**config.mk**
```make
export PLATFORM = sky130hd
export DESIGN_NAME = alarm_ctrl
export DESIGN_NICKNAME = d
export VERILOG_FILES = /design/src/rtl/alarm_ctrl.sv
export SDC_FILE = /design/constraint.sdc
export NUM_CORES = 1
export LEC_CHECK = 0
export BUFFER_PORTS_ARGS = -buffer_cell sky130_fd_sc_hd__clkbuf_2
export CORE_UTILIZATION = 56
export DETAILED_ROUTE_END_ITERATION = 10
export GPL_ROUTABILITY_DRIVEN = 0
export PLACE_DENSITY = 0.84
export SETUP_SLACK_MARGIN = 0.15
export SLEW_MARGIN = 25
export SYNTH_ARGS = -nofsm -noshare
export SYNTH_HDL_FRONTEND = slang
export SYNTH_SLANG_ARGS = --single-unit
```
**constraint.sdc**
```tcl
create_clock -name clk -period 2.4 [get_ports clk]
set_input_delay 0.12 -clock clk [delete_from_list [all_inputs] [get_ports clk]]
set_output_delay 0.12 -clock clk [all_outputs]
set_load 0.05 [all_outputs]
```
**src/rtl/alarm_ctrl.sv**
```systemverilog
// -----------------------------------------------------------------------------
// alarm_ctrl
//
// Alarm sequencer that sits between the debounced-button / timekeeping front
// end and the song player. It holds a BCD alarm time (HH:MM), edited by the
// inc_hr / inc_min button ticks, and compares it with the current time. When
// the two match it raises play_sound to start the song. While the alarm rings
// the user can snooze or stop it, and ringing ends by itself after RING_SECS
// seconds.
//
// Parameters
//   RING_SECS    sec_ticks spent in RINGING before auto-stop        (1..255)
//   SNOOZE_SECS  sec_ticks spent in SNOOZE before ringing again      (1..65535)
//   MAX_SNOOZE   snoozes allowed per alarm event                     (0..3)
//                (exists only when SNOOZE_LIMIT_EN is defined)
//
// Build option
//   SNOOZE_LIMIT_EN  when defined, at most MAX_SNOOZE snoozes are allowed
//                    per alarm event. A further snooze_tick acts as stop.
//                    When undefined, snooze is unlimited.
//
// Ports
//   clk           in   1  system clock (100 MHz)
//   reset         in   1  synchronous, active-low reset
//   sec_tick      in   1  one-cycle pulse, once per second
//   cur_hh        in   8  current hour,   BCD 00..23
//   cur_mm        in   8  current minute, BCD 00..59
//   cur_ss        in   8  current second, BCD 00..59
//   alarm_on      in   1  arm switch (level)
//   inc_hr_tick   in   1  one-cycle pulse, alarm hour +1
//   inc_min_tick  in   1  one-cycle pulse, alarm minute +1
//   snooze_tick   in   1  one-cycle pulse, snooze
//   stop_tick     in   1  one-cycle pulse, stop ringing
//   alarm_hh      out  8  alarm hour,   BCD (to the 7-segment mux)
//   alarm_mm      out  8  alarm minute, BCD (to the 7-segment mux)
//   play_sound    out  1  high while RINGING
//   state         out  2  00 IDLE, 01 ARMED, 10 RINGING, 11 SNOOZE
//
// All outputs are registered. Every response appears on the clock edge after
// the input that causes it.
// -----------------------------------------------------------------------------
module alarm_ctrl #(
   parameter int unsigned RING_SECS   = 60,
   parameter int unsigned SNOOZE_SECS = 300
`ifdef SNOOZE_LIMIT_EN
   ,
   parameter int unsigned MAX_SNOOZE  = 3
`endif
) (
   input  logic       clk,
   input  logic       reset,
   input  logic       sec_tick,
   input  logic [7:0] cur_hh,
   input  logic [7:0] cur_mm,
   input  logic [7:0] cur_ss,
   input  logic       alarm_on,
   input  logic       inc_hr_tick,
   input  logic       inc_min_tick,
   input  logic       snooze_tick,
   input  logic       stop_tick,
   output logic [7:0] alarm_hh,
   output logic [7:0] alarm_mm,
   output logic       play_sound,
   output logic [1:0] state
);

   typedef enum logic [1:0] {
      S_IDLE    = 2'b00,
      S_ARMED   = 2'b01,
      S_RINGING = 2'b10,
      S_SNOOZE  = 2'b11
   } state_e;

   localparam logic [7:0]  RING_LAST   = 8'(RING_SECS - 1);
   localparam logic [15:0] SNOOZE_LOAD = 16'(SNOOZE_SECS);

   // BCD increment with wrap: 'top' wraps to 00, and a ones digit of 9 rolls
   // to 0 with a carry into the tens digit. No carry leaves the field.
   function automatic logic [7:0] bcd_inc(input logic [7:0] val,
                                          input logic [7:0] top);
      logic [7:0] res;
      if (val == top) begin
         res = 8'h00;
      end else if (val[3:0] == 4'd9) begin
         res = {val[7:4] + 4'd1, 4'd0};
      end else begin
         res = {val[7:4], val[3:0] + 4'd1};
      end
      return res;
   endfunction

   state_e      state_q;
   logic [7:0]  alarm_hh_q, alarm_hh_d;
   logic [7:0]  alarm_mm_q, alarm_mm_d;
   logic [7:0]  ring_cnt_q;
   logic [15:0] snz_cnt_q;
   logic        play_sound_q;
   logic        match_q;          // match from the previous cycle
   logic        match;
   logic        trigger;
   logic        edit_en;
   logic        snooze_exhausted; // snooze_tick must behave as stop

   // ---------------------------------------------------------------------------
   // Time compare and alarm-time editing
   // ---------------------------------------------------------------------------
   // NOTE: every signal written here gets a default at the top of the block, so
   // no path leaves it unassigned and no latch is inferred.
   always_comb begin
      match      = (cur_hh == alarm_hh_q) && (cur_mm == alarm_mm_q) && (cur_ss == 8'h00);
      // Rising edge of match: fires once per matching minute, not on every
      // cycle of second 00.
      trigger    = match && !match_q;
      edit_en    = (state_q == S_IDLE) || (state_q == S_ARMED);
      alarm_hh_d = alarm_hh_q;
      alarm_mm_d = alarm_mm_q;
      if (edit_en && inc_hr_tick) begin
         alarm_hh_d = bcd_inc(alarm_hh_q, 8'h23);
      end
      if (edit_en && inc_min_tick) begin
         alarm_mm_d = bcd_inc(alarm_mm_q, 8'h59);
      end
   end

`ifdef SNOOZE_LIMIT_EN
   logic [1:0] snz_used_q;
   assign snooze_exhausted = (snz_used_q == 2'(MAX_SNOOZE));
`else
   assign snooze_exhausted = 1'b0;
`endif

   // ---------------------------------------------------------------------------
   // Alarm FSM with its counters and registered outputs
   // Priority in RINGING / SNOOZE: disarm > stop > snooze > timer expiry.
   // ---------------------------------------------------------------------------
   // NOTE: all state here is assigned with non-blocking (<=) so every register
   // samples the pre-edge value of every other register, independent of
   // statement order.
   always_ff @(posedge clk) begin
      if (!reset) begin
         state_q      <= S_IDLE;
         alarm_hh_q   <= 8'h06;
         alarm_mm_q   <= 8'h00;
         ring_cnt_q   <= 8'd0;
         snz_cnt_q    <= 16'd0;
         play_sound_q <= 1'b0;
         match_q      <= 1'b0;
`ifdef SNOOZE_LIMIT_EN
         snz_used_q   <= 2'd0;
`endif
      end else begin
         match_q    <= match;
         alarm_hh_q <= alarm_hh_d;
         alarm_mm_q <= alarm_mm_d;

         case (state_q)
            S_IDLE: begin
               if (alarm_on) begin
                  state_q <= S_ARMED;
               end
            end

            S_ARMED: begin
               if (!alarm_on) begin
                  state_q <= S_IDLE;
               end else if (trigger) begin
                  state_q      <= S_RINGING;
                  ring_cnt_q   <= 8'd0;
                  play_sound_q <= 1'b1;
`ifdef SNOOZE_LIMIT_EN
                  // A fresh alarm event gets the full snooze allowance.
                  snz_used_q   <= 2'd0;
`endif
               end
            end

            S_RINGING: begin
               if (!alarm_on) begin
                  state_q      <= S_IDLE;
                  play_sound_q <= 1'b0;
               end else if (stop_tick || (snooze_tick && snooze_exhausted)) begin
                  state_q      <= S_ARMED;
                  play_sound_q <= 1'b0;
               end else if (snooze_tick) begin
                  state_q      <= S_SNOOZE;
                  snz_cnt_q    <= SNOOZE_LOAD;
                  play_sound_q <= 1'b0;
`ifdef SNOOZE_LIMIT_EN
                  snz_used_q   <= snz_used_q + 2'd1;
`endif
               end else if (sec_tick) begin
                  if (ring_cnt_q == RING_LAST) begin
                     state_q      <= S_ARMED;
                     play_sound_q <= 1'b0;
                  end else begin
                     ring_cnt_q <= ring_cnt_q + 8'd1;
                  end
               end
            end

            S_SNOOZE: begin
               if (!alarm_on) begin
                  state_q <= S_IDLE;
               end else if (stop_tick) begin
                  state_q <= S_ARMED;
               end else if (sec_tick) begin
                  if (snz_cnt_q == 16'd1) begin
                     state_q      <= S_RINGING;
                     ring_cnt_q   <= 8'd0;
                     play_sound_q <= 1'b1;
                  end else begin
                     snz_cnt_q <= snz_cnt_q - 16'd1;
                  end
               end
            end

            default: begin
               state_q      <= S_IDLE;
               play_sound_q <= 1'b0;
            end
         endcase
      end
   end

   assign alarm_hh   = alarm_hh_q;
   assign alarm_mm   = alarm_mm_q;
   assign play_sound = play_sound_q;
   assign state      = state_q;

endmodule

```
==> out/metrics.yaml <==
reg2reg_setup_slack_ps: 310
vdd_ir_drop_max_mv: 0.385
slew_headroom: 0.606
period_needed_ps: 2090
reg2reg_from: "snz_cnt_q[2]"
setup_viol: 0
drive_gt1_frac: 0.194
hold_viol: 0
cts_sinks: 44
area_growth_pct: 14.2
synth.largest_area_cell: "dfxtp_1"
final_nets: 428
drt-total-wl_um: 6760
dr.pass1.iters: 4
cts_tree: "yes"
synth_area_leaders: "dfxtp_1, xnor2_1, ha_1"
ys_types: 61
cts.clk_slew.worst_paths_ps: 90
pre_cts_slack_ps: 239
clockBufferDepth: 2
grt_pass1_vias: 2418
startpoint_type: "register"
synth_fp_nets: 379
syn-cell-area_sq_um: 2770
max-cap-violations: 0
dp_hpwl_um: 4960
reg2reg_to: "snz_cnt_q[15]"
arrival_ps: 2290
wl_per_cell_um: 14.9
drc: 0
synth_top_cell_area_share: 0.318
swShare: 0.292
worst_pin_slew_ps: 591
rsz0062_at_grt: "no"
p_leak_nw: 1.22
p_seq_frac: 0.532
power_density_nw_per_um2: 453
tns_ps: 0
overflow: 0
diodes: 0
p_int_mw: 1.01
ys_warn_count: 0
fin_crit_sh: 0.871
worstHoldEndpoint: "state[0]"
endpoint_kind: "register"
worstPathRequired_ps: 2600
ios: 51
row_count: 25
hp-class: "in -> reg"
synth-main-ff-cell: "dfxtp_1"
path_max_fanout: 5
postSynth.asyncResetShare: 0
p_clk_frac: 0.333
finClkSkew_ps: 5.54
whs_path_depth: 3
start_util: 0.582
ys_seq_area_frac: 0.318
cts_buffers: 5
track_usage: 0.274
finalMaxSlewViolations: 0
clkLatencyLatePin_ps: 310
syn_avg_cell_area_sq_um: 8.24
antenna_found_initial: 0
ant_nets: 0
power.switching_mw: 0.419
synth-edff-count: 0
fp.dieW_um: 72.3
hp-start: "alarm_on"
synthCells: 336
r2r_cells: 5
io_buffers: 50
die_area_sq_um: 5230
status: "finished clean"
cts_max_level: 2
viasPerCell: 5.91
grt_pass1_wl_um: 11300
core_area_sq_um: 4750
power_frac_comb: 0.135
clock-root-buffer: "clkbuf_8"
grt_max_degree: 23
drt_iter0_drc: 220
die_y_um: 72.3
fin_ws_ps: 311
fmax_mhz: 479
via_count: 2678
criticalPathCategory: "reg -> reg"
synth-seq-cells: 44
==> cells by family after synthesis <==
family | after synthesis | share of synthesized area
XOR/XNOR | 26 | 0.0823
flip-flops | 44 | 0.318
buffers and inverters | 25 | 0.0425
AO/OA/AOI/OAI | 77 | 0.192
multiplexers | 4 | 0.0158
AND/OR/NAND/NOR | 149 | 0.299
adder cells (fa/ha/maj) | 11 | 0.0497
==> registers in the layout, indices dropped and copies added (netlist names) <==
name,cells
play_sound,1
state,2
alarm_hh,8
match_q,1
ring_cnt_q,8
snz_cnt_q,16
alarm_mm,8
==> power by group through the flow <==
stage,Combinational [mW],Sequential [mW],Clock [mW]
detailed placement,0.191,0.780,0
global route,0.210,0.767,0.518
global placement,0.187,0.780,0
floorplan,0.0908,0.814,0
finish,0.193,0.763,0.477
CTS,0.192,0.763,0.484
==> cell type report <==
class / instances / area, sq um
Timing Repair Buffer: 54 / 280
Fill cell: 417 / 1590
Inverter: 13 / 48.8
Clock inverter: 3 / 18.8
Multi-Input combinational cell: 267 / 1780
Sequential cell: 44 / 881
Tap cell: 67 / 83.8
Clock buffer: 5 / 68.8
==> Yosys cell counts (2+ instances only) <==
cell type,number
mux2_1,3
a21oi_1,19
o21ai_1,3
nor4_4,2
or3_1,5
dfxtp_1,44
o311ai_0,2
o211a_1,2
o31ai_1,2
o21ai_0,14
or4_1,2
ha_1,11
a311oi_1,3
buf_2,2
o22ai_1,3
a31oi_1,2
xor2_1,7
nor2_1,31
o21a_1,4
nand3_1,9
nor2b_1,5
and4_1,4
nand3b_1,4
and3_1,3
nor4_1,12
nand2b_1,3
a41oi_1,3
a211o_1,2
inv_1,13
nand2_1,29
xnor2_1,19
nor3_1,18
or2_2,4
o211ai_1,2
a21o_1,2
o32ai_1,3
nand4_1,10
clkbuf_1,7
==> worst max-delay path, stage by stage, from the launching register on <==
cell	delay (ps)
dfxtp_1	360
or3_1	410
nor4b_2	370
o311ai_4	210
nor4_1	280
mux2_1	350
==> worst max-delay path by stage <==
stage / start / to / cells past startpoint
finish: snz_cnt_q[2] / snz_cnt_q[15] / 5
global route: snz_cnt_q[10] / ring_cnt_q[3] / 5
global placement: snz_cnt_q[10] / snz_cnt_q[15] / 5
floorplan: state[1] / snz_cnt_q[11] / 7
detailed placement: snz_cnt_q[10] / snz_cnt_q[15] / 5
CTS: snz_cnt_q[10] / snz_cnt_q[15] / 5
==> stage by stage <==
step / utilization / instance area, sq um / std cells / hold slack (ps) / power (mW)
finish: 0.665 / 3160 / 453 / 145 / 1.43
CTS: 0.659 / 3140 / 451 / 144 / 1.44
global placement: 0.641 / 3050 / 443 / 460 / 0.966
detailed placement: 0.641 / 3050 / 443 / 474 / 0.972
floorplan: - / 2770 / 336 / 272 / 0.905
global route: 0.665 / 3160 / 453 / 164 / 1.49
==> placed cells by master (no fill, tap or decap), types with 2 or more instances in the layout <==
cell / netlist / layout
a211o_1: 2 / 2
a21o_1: 2 / 2
a21oi_1: 19 / 19
a311oi_1: 3 / 3
a31oi_1: 2 / 2
a41oi_1: 3 / 3
and3_1: 3 / 3
and4_1: 4 / 4
buf_4: 1 / 4
clkbuf_2: 0 / 50
clkbuf_8: 1 / 5
clkinv_2: 0 / 2
dfxtp_1: 44 / 44
ha_1: 11 / 11
inv_1: 13 / 13
mux2_1: 3 / 3
nand2_1: 29 / 29
nand2b_1: 3 / 3
nand3_1: 9 / 9
nand3b_1: 4 / 4
nand4_1: 10 / 10
nor2_1: 31 / 31
nor2b_1: 5 / 5
nor3_1: 18 / 18
nor4_1: 12 / 12
nor4_4: 2 / 2
o211a_1: 2 / 2
o211ai_1: 2 / 2
o21a_1: 4 / 4
o21ai_0: 14 / 14
o21ai_1: 3 / 3
o22ai_1: 3 / 3
o311ai_0: 2 / 2
o31ai_1: 2 / 2
o32ai_1: 3 / 3
or2_2: 4 / 4
or3_1: 5 / 5
or4_1: 2 / 2
xnor2_1: 19 / 19
xor2_1: 7 / 7
==> metal layers <==
| layer | wire, um | global-route usage | vias to the layer above |
|---|---|---|---|
| li1 | - | - | 1342 |
| met2 | 3270 | 0.435 | 71 |
| met5 | 0 | 0 | - |
| met3 | 375 | 0.0569 | 7 |
| met4 | 51 | 0.105 | 0 |
| met1 | 3060 | 0.365 | 1258 |
==> what timing repair did <==
item                                   in CTS  in global routing
buffers inserted                            0                  2
endpoints found under the hold margin       0                  0
hold buffers                                0                  0
setup endpoints to repair                   0                  8
gates resized for setup                     0                  1
(Power assumes the default switching activity.)
